==> src/rtl/compositor_pkg.sv <==
// compositor_pkg: shared widths, config address map and reset defaults for the layer compositor
package compositor_pkg;
    localparam int R_W    = 3;
    localparam int G_W    = 3;
    localparam int B_W    = 2;
    localparam int PX_W   = R_W + G_W + B_W;
    localparam int ADDR_W = 4;
    localparam int DATA_W = PX_W + 1;
    typedef struct packed {
        logic            en;
        logic [PX_W-1:0] key;
    } layer_cfg_t;
    localparam layer_cfg_t      LAYER_RST = '{en: 1'b1, key: 8'h00};
    localparam logic [PX_W-1:0] BG_RST    = 8'h00;
    // Layers occupy addresses 0..n-1; the background register sits right after them.
    function automatic logic [ADDR_W-1:0] layer_addr(input int i);
        return ADDR_W'(i);
    endfunction
    function automatic logic [ADDR_W-1:0] bg_addr(input int n);
        return ADDR_W'(n);
    endfunction
endpackage

==> src/rtl/color_expand.sv <==
// color_expand: RGB332 to RGB888 expansion; zero channel stays 0, nonzero channel is padded with ones
// Ports: px = {r[2:0],g[2:0],b[1:0]} in; r/g/b = 8-bit expanded channels out (combinational).
module color_expand
    import compositor_pkg::*;
(
    input  logic [PX_W-1:0] px,
    output logic [7:0]      r,
    output logic [7:0]      g,
    output logic [7:0]      b
);
    logic [R_W-1:0] rc;
    logic [G_W-1:0] gc;
    logic [B_W-1:0] bc;
    assign {rc, gc, bc} = px;
    assign r = (rc == '0) ? 8'h00 : {rc, {(8-R_W){1'b1}}};
    assign g = (gc == '0) ? 8'h00 : {gc, {(8-G_W){1'b1}}};
    assign b = (bc == '0) ? 8'h00 : {bc, {(8-B_W){1'b1}}};
endmodule

==> src/rtl/layer_compositor.sv <==
// layer_compositor: two-stage priority compositor of RGB332 layers with vsync-shadowed config
// Ports: clk/reset (sync, active-high); hs_in/vs_in/blank_in timing; layer_px packed layers (layer 0 wins);
//        cfg_we/cfg_addr/cfg_data config writes; r/g/b_out colour, hs/vs/blank_out timing (2-cycle latency);
//        frame_drawn one-cycle pulse after each vsync leading edge.
module layer_compositor
    import compositor_pkg::*;
#(
    parameter int N_LAYERS  = 3,
    parameter bit VS_ACTIVE = 1'b1
) (
    input  logic                     clk,
    input  logic                     reset,
    input  logic                     hs_in,
    input  logic                     vs_in,
    input  logic                     blank_in,
    input  logic [N_LAYERS*PX_W-1:0] layer_px,
    input  logic                     cfg_we,
    input  logic [ADDR_W-1:0]        cfg_addr,
    input  logic [DATA_W-1:0]        cfg_data,
    output logic [7:0]               r_out,
    output logic [7:0]               g_out,
    output logic [7:0]               b_out,
    output logic                     hs_out,
    output logic                     vs_out,
    output logic                     blank_out,
    output logic                     frame_drawn
);
    layer_cfg_t               sh_cfg  [N_LAYERS];
    layer_cfg_t               act_cfg [N_LAYERS];
    layer_cfg_t               nxt_cfg [N_LAYERS];
    logic [PX_W-1:0]          sh_bg, act_bg, nxt_bg;
    logic                     vs_prev, vs_edge;
    logic [N_LAYERS-1:0]      opaque;
    logic [N_LAYERS*PX_W-1:0] s1_px;
    logic [N_LAYERS-1:0]      s1_opq;
    logic [PX_W-1:0]          s1_bg, sel;
    logic                     s1_hs, s1_vs, s1_blank;
    logic [7:0]               r_e, g_e, b_e;
    assign vs_edge = (vs_in == VS_ACTIVE) && (vs_prev != VS_ACTIVE);
    // nxt_* is the shadow value including this cycle's write, so an edge-cycle write reaches the active copy.
    always_comb begin
        for (int i = 0; i < N_LAYERS; i++) begin
            nxt_cfg[i] = (cfg_we && cfg_addr == layer_addr(i)) ? layer_cfg_t'(cfg_data) : sh_cfg[i];
            opaque[i]  = act_cfg[i].en && (layer_px[i*PX_W +: PX_W] != act_cfg[i].key);
        end
        nxt_bg = (cfg_we && cfg_addr == bg_addr(N_LAYERS)) ? cfg_data[PX_W-1:0] : sh_bg;
    end
    // Lowest index wins: scan from the top so later (lower) indices overwrite.
    always_comb begin
        sel = s1_bg;
        for (int i = N_LAYERS - 1; i >= 0; i--)
            sel = s1_opq[i] ? s1_px[i*PX_W +: PX_W] : sel;
    end
    color_expand u_expand (
        .px (sel),
        .r  (r_e),
        .g  (g_e),
        .b  (b_e)
    );
    always_ff @(posedge clk) begin
        if (reset) begin
            sh_cfg      <= '{default: LAYER_RST};
            act_cfg     <= '{default: LAYER_RST};
            sh_bg       <= BG_RST;
            act_bg      <= BG_RST;
            vs_prev     <= VS_ACTIVE;
            s1_px       <= '0;
            s1_opq      <= '0;
            s1_bg       <= BG_RST;
            s1_hs       <= 1'b0;
            s1_vs       <= 1'b0;
            s1_blank    <= 1'b1;
            r_out       <= 8'h00;
            g_out       <= 8'h00;
            b_out       <= 8'h00;
            hs_out      <= 1'b0;
            vs_out      <= 1'b0;
            blank_out   <= 1'b1;
            frame_drawn <= 1'b0;
        end else begin
            sh_cfg      <= nxt_cfg;
            sh_bg       <= nxt_bg;
            if (vs_edge) begin
                act_cfg <= nxt_cfg;
                act_bg  <= nxt_bg;
            end
            vs_prev     <= vs_in;
            s1_px       <= layer_px;
            s1_opq      <= opaque;
            s1_bg       <= act_bg;
            s1_hs       <= hs_in;
            s1_vs       <= vs_in;
            s1_blank    <= blank_in;
            r_out       <= s1_blank ? 8'h00 : r_e;
            g_out       <= s1_blank ? 8'h00 : g_e;
            b_out       <= s1_blank ? 8'h00 : b_e;
            hs_out      <= s1_hs;
            vs_out      <= s1_vs;
            blank_out   <= s1_blank;
            frame_drawn <= vs_edge;
        end
    end
endmodule

==> config.mk <==
export PLATFORM = sky130hd
export DESIGN_NAME = layer_compositor
export DESIGN_NICKNAME = d
export VERILOG_FILES = /design/src/rtl/compositor_pkg.sv /design/src/rtl/color_expand.sv /design/src/rtl/layer_compositor.sv
export SDC_FILE = /design/constraint.sdc
export NUM_CORES = 1
export LEC_CHECK = 0
export CORE_MARGIN = 2
export CORE_UTILIZATION = 45
export CTS_CLUSTER_SIZE = 40
export DETAILED_ROUTE_END_ITERATION = 12
export GPL_TIMING_DRIVEN = 0
export PLACE_DENSITY = 0.76
export RECOVER_POWER = 100
export SYNTH_ARGS = -nofsm -noshare
export SYNTH_HDL_FRONTEND = slang
export SYNTH_SLANG_ARGS = --single-unit
==> constraint.sdc <==
create_clock -name clk -period 2.25 [get_ports clk]
set_clock_uncertainty 0.1 [all_clocks]
set_input_delay 0.45 -clock clk [delete_from_list [all_inputs] [get_ports clk]]
set_output_delay 0.45 -clock clk [all_outputs]
set_load 0.01 [all_outputs]
## Yosys cells after proc, flatten, opt, wreduce, memory -nomap -nowiden

Index checks and enable logic that the tools add are counted.

| storage, ports and cells | value |
|---|---|
| register bits | 137 |
| input port bits | 43 |
| output and inout port bits | 28 |

| operators by class | value |
|---|---|
| equality and inequality tests | 6 |
| multiplexer cells | 10 |
| bitwise logic cells | 1 |
| reductions and logical operators | 16 |

Operators by type and width:

| kind | count |
|---|---|
| 8-bit two-way mux | 4 |
| 9-bit two-way mux | 3 |
| 8-bit inequality test | 3 |
| 5-bit two-way mux | 2 |
| 3-bit OR reduction | 3 |
| 4-bit by 2-bit == test with 1-bit output, second input constant | 2 |
| 1-bit logical AND | 8 |
| 3-bit logical NOT | 2 |
| 6-bit two-way mux | 1 |
| 4-bit by 1-bit == test with 1-bit output, second input constant | 1 |
| 4-bit logical NOT | 1 |
| 2-bit logical NOT | 1 |
| 2-bit OR reduction | 1 |
| 1-bit inverter | 1 |

## Longest topological paths before layout

| logic depth | value |
|---|---|
| word-level depth | 5 |
| mapped depth | 5 |
| depth with buffers taken out | 3 |

## Cells and area by module

A second synthesis with hierarchy kept.

| unflattened totals | value |
|---|---|
| cell total of the unflattened synthesis | 523 |
| area total of the unflattened synthesis | 5142.4 µm² |

Modules (own cells, without submodules):

| module | times used | cells an instance | area each (µm²) |
|---|---|---|---|
| layer_compositor | 1 | 499 | 4996.0 |
| color_expand | 1 | 24 | 146.4 |

## Worst setup path after synthesis

OpenSTA, ideal clock, no wires.

| timing path | value |
|---|---|
| path type | in2reg |
| start | in cfg_addr[3] |
| end | reg act_cfg[6] (netlist name) |
| setup time | 145 ps |
| data arrival time | 1333 ps |
| setup slack | 673 ps |
| stages on the path | 5 |
| cell sequence | or3b_1 -> buf_2 -> buf_6 -> o21ai_2 -> a311oi_2 |

| between the ends | value |
|---|---|
| longest elaborated chain between the ends | 3 |

RTL lines:

| element | line | text |
|---|---|---|
| from (decl) | layer_compositor.sv:18 | `input logic [ADDR_W-1:0] cfg_addr,` |
| 4-bit by 2-bit == test with 1-bit output | layer_compositor.sv:43 | `nxt_cfg[i] = (cfg_we && cfg_addr == layer_addr(i)) ? layer_cfg_t'(cfg_data) : sh_cfg[i];` |
| 1-bit logical AND | layer_compositor.sv:43 |  |
| 9-bit two-way mux | layer_compositor.sv:43 |  |
| to (signal assigned) | layer_compositor.sv:84 | `act_cfg <= nxt_cfg;` |
| to (decl) | layer_compositor.sv:29 | `layer_cfg_t act_cfg [N_LAYERS];` |

No other way between the ends.
A chain may end at the register's enable or synchronous reset.

## Final worst setup path

| timing path | value |
|---|---|
| start | in cfg_addr[3] |
| end | reg act_bg[5] |

| between the ends | value |
|---|---|
| longest elaborated chain between the ends | 3 |

RTL lines:

| element | line | text |
|---|---|---|
| 4-bit by 2-bit == test with 1-bit output | layer_compositor.sv:46 | `nxt_bg = (cfg_we && cfg_addr == bg_addr(N_LAYERS)) ? cfg_data[PX_W-1:0] : sh_bg;` |
| 1-bit logical AND | layer_compositor.sv:46 |  |
| 8-bit two-way mux | layer_compositor.sv:46 |  |
| to (signal assigned) | layer_compositor.sv:85 | `act_bg <= nxt_bg;` |
| to (decl) | layer_compositor.sv:31 | `logic [PX_W-1:0] sh_bg, act_bg, nxt_bg;` |

No other way between the ends.

==> metrics.csv <==
metric,value,unit
post-synth net total,521,
post-route design area,0.00610,mm²
clk_lat worst skew,0.51,ns
crit-path max cell delay,0.63,ns
PD cells,876,mW/mm²
"Hold Vio Cnt, Final",0,
"Slowest-stage cell, CP",dlygate4sd3_1,
ys async rst share,0,%
Critical Path RT,2.50,ns
P&R area growth vs syn,30.5,%
run status,"finished, final reports clean",
Mean Syn Cell Area,9.78,µm²
Vias per Instance,5.28,
CTS tree,yes,
Ys Warns,0,
GRT Resource Usage Total,21.0,%
antenna diode count,0,
Slew Limit Fails,0,
Core ar.,0.0102,mm²
I/O Buffers,70,
maximum number of pins on one net before global-route repair,17,
DR pass1 iterations,5,
"Arr. time, crit path",2.42,ns
# hold bufs at CTS,0,
Setup Total Neg Slack,0,ns
initial antenna violation count,0,
crit path kind,in -> reg,
Post CTS Setup Buffer Count,0,
"most common cell after layout, fill and taps aside",dfxtp_1,
Fillers,856,
maximum vdd drop,0.606,mV
placed inst area,0.00554,mm²
critical path cell sequence,dlygate4sd3_1 > or3b_1 > clkbuf_1 > clkbuf_2 > o21ai_0 > a311oi_1,
Cell variety after synth,34,
Critical Path Source Type,input port,
Die Y,106,µm
grt total ovfl,0,
Num Clock Sinks,124,
GP Congestion,0.862,
site row count,37,
Slew @ Worst Pin,0.556,ns
fin crit share,96.2,%
Max-slew headroom,62.9,%
Detailed Place HPWL,8380,µm
fmax,462,MHz
vias in the first global route,3767,
Hold Path Class,reg -> reg,
Setup crit end kind,flip-flop,
Worst-path clk slew,0.05,ns
CP top delay family,buffers and inverters,
nets@finish,610,
final-report setup violation count,0,
worst-case clock buffer depth,2,
die area,0.0112,mm²
clock root cell,clkbuf_8,
sequential-to-total area share from yosys stat,53.1,%
first-pass GRT wire length,18200,µm
crit path buf inv count,3,
routed via count,3783,
"commonest cells after routing, fill and taps aside","124 x dfxtp_1, 51 x clkdlybuf4s50_1, 39 x nor2b_1, 39 x a21oi_1, 36 x nor2_1",
minimum clock period,2.16,ns
Chip Width,106,µm
Mapped Area,0.00467,mm²
MaxCap Viol Count,0,
initial drt markers,236,
DR DRC count,0,
worst-path fanout max,10,
ys flop type,dfxtp_1,
drt wl/cell,15.8,µm
CTS resizes,0,
I/O pin total,71,
number of synthesized flops with an enable pin,0,
leakage,2.27,nW
Initial Util,45.9,%
DRT antenna net count,0,
RSZ-0062 raised after global routing,no,
drt total wl,11300,µm
layout cells sized above 1,12.4,%
Inserted Clock Buffers,17,
Yosys reg bits,124,
H-tree depth,4,
Mapped Cells,478,
==> state kept, by name (all words and copies together) (netlist names) <==
register and cells:
act_cfg 27, blank_out 1, vs_prev 1, s1_px 24, act_bg 8, r_out 4
s1_bg 8, s1_vs 1, s1_opq 3, frame_drawn 1, g_out 4, vs_out 1
sh_bg 8, s1_blank 1, s1_hs 1, b_out 3, sh_cfg 27, hs_out 1
==> cells in the mapped netlist (4+ instances only) <==
library cell,n,share of area [%]
dfxtp_1,124,53
a21oi_1,39,4.2
nor2b_1,39,5.2
nor2_1,36,2.9
nand3_1,35,3.7
a311oi_1,31,5.8
xor2_1,24,4.5
clkbuf_1,21,1.7
o21ai_1,17,1.8
o21ai_0,15,1.6
buf_4,14,2.2
nand2b_1,11,1.5
buf_2,10,1.1
mux2_2,8,1.9
o211ai_1,8,1.3
nor4_1,6,0.80
nand2_1,5,0.40
or2_2,4,0.54
or3b_2,4,0.75
==> final timing paths <==
path              depth (start not counted)  slack (ns)         from   endpoint
hold reg to reg                           1        0.33        s1_hs     hs_out
hold / removal                            1        0.33        s1_hs     hs_out
setup reg to reg                          5        0.47      vs_prev  act_bg[3]
setup / recovery                          6        0.09  cfg_addr[3]  act_bg[5]
==> worst register-to-register path: cells and delay by family, from the launching register on <==
| kind | cells | cell delay (ns) |
|---|---|---|
| AO/OA/AOI/OAI | 1 | 0.19 |
| buffers and inverters | 3 | 0.93 |
| flip-flops | 1 | 0.30 |
| AND/OR/NAND/NOR | 1 | 0.10 |
==> cells by family after synthesis <==
group / share of synthesized area, %
simple gates: 18.0
buf+inv: 5.89
compound gates: 16.5
mux: 1.93
xor+xnor: 4.50
flops: 53.1
==> metrics by stage <==
step / power [mW] / std cells / hold slack [ns] / setup slack [ns] / utilization [%]
after floorplan: 2.60 / 478 / 0.314 / 0.673 / -
after global placement: 2.80 / 684 / 0.316 / -0.140 / 54.4
after detailed placement: 2.81 / 684 / 0.322 / -0.163 / 54.4
after CTS: 5.38 / 716 / 0.335 / 0.0957 / 60.1
after global routing: 5.53 / 716 / 0.362 / 0.0242 / 59.9
final: 5.35 / 716 / 0.333 / 0.0854 / 59.9
==> metal layers <==
metal | vias to the layer above | part of all wire (%) | global-route usage [%]
met1 | 1727 | 41 | 24.6
met2 | 166 | 49 | 35.9
li1 | 1867 | - | -
met5 | - | 0 | 0
met3 | 23 | 7.3 | 5.27
met4 | 0 | 2.8 | 10.1
==> power breakdown <==
| part | internal, mW | leakage (nW) | switching [mW] | total [mW] |
|---|---|---|---|---|
| registers | 2.28 | 1.01 | 0.0389 | 2.32 |
| logic | 0.213 | 0.980 | 0.228 | 0.441 |
| clock network | 1.65 | 0.272 | 0.937 | 2.59 |
==> area by class of cell <==
cell class	count	area (µm²)	share of cell area [%]
repair buffers	70	701	11.5
inverters	1	3.75	0.0615
clock inverters	11	118	1.93
clock buffers	21	459	7.53
flip-flops and latches	124	2480	40.7
plain buffers	49	262	4.29
well taps	136	170	2.79
multi-input cells	304	1910	31.2
Note: power is estimated with default switching activity, not from simulation.
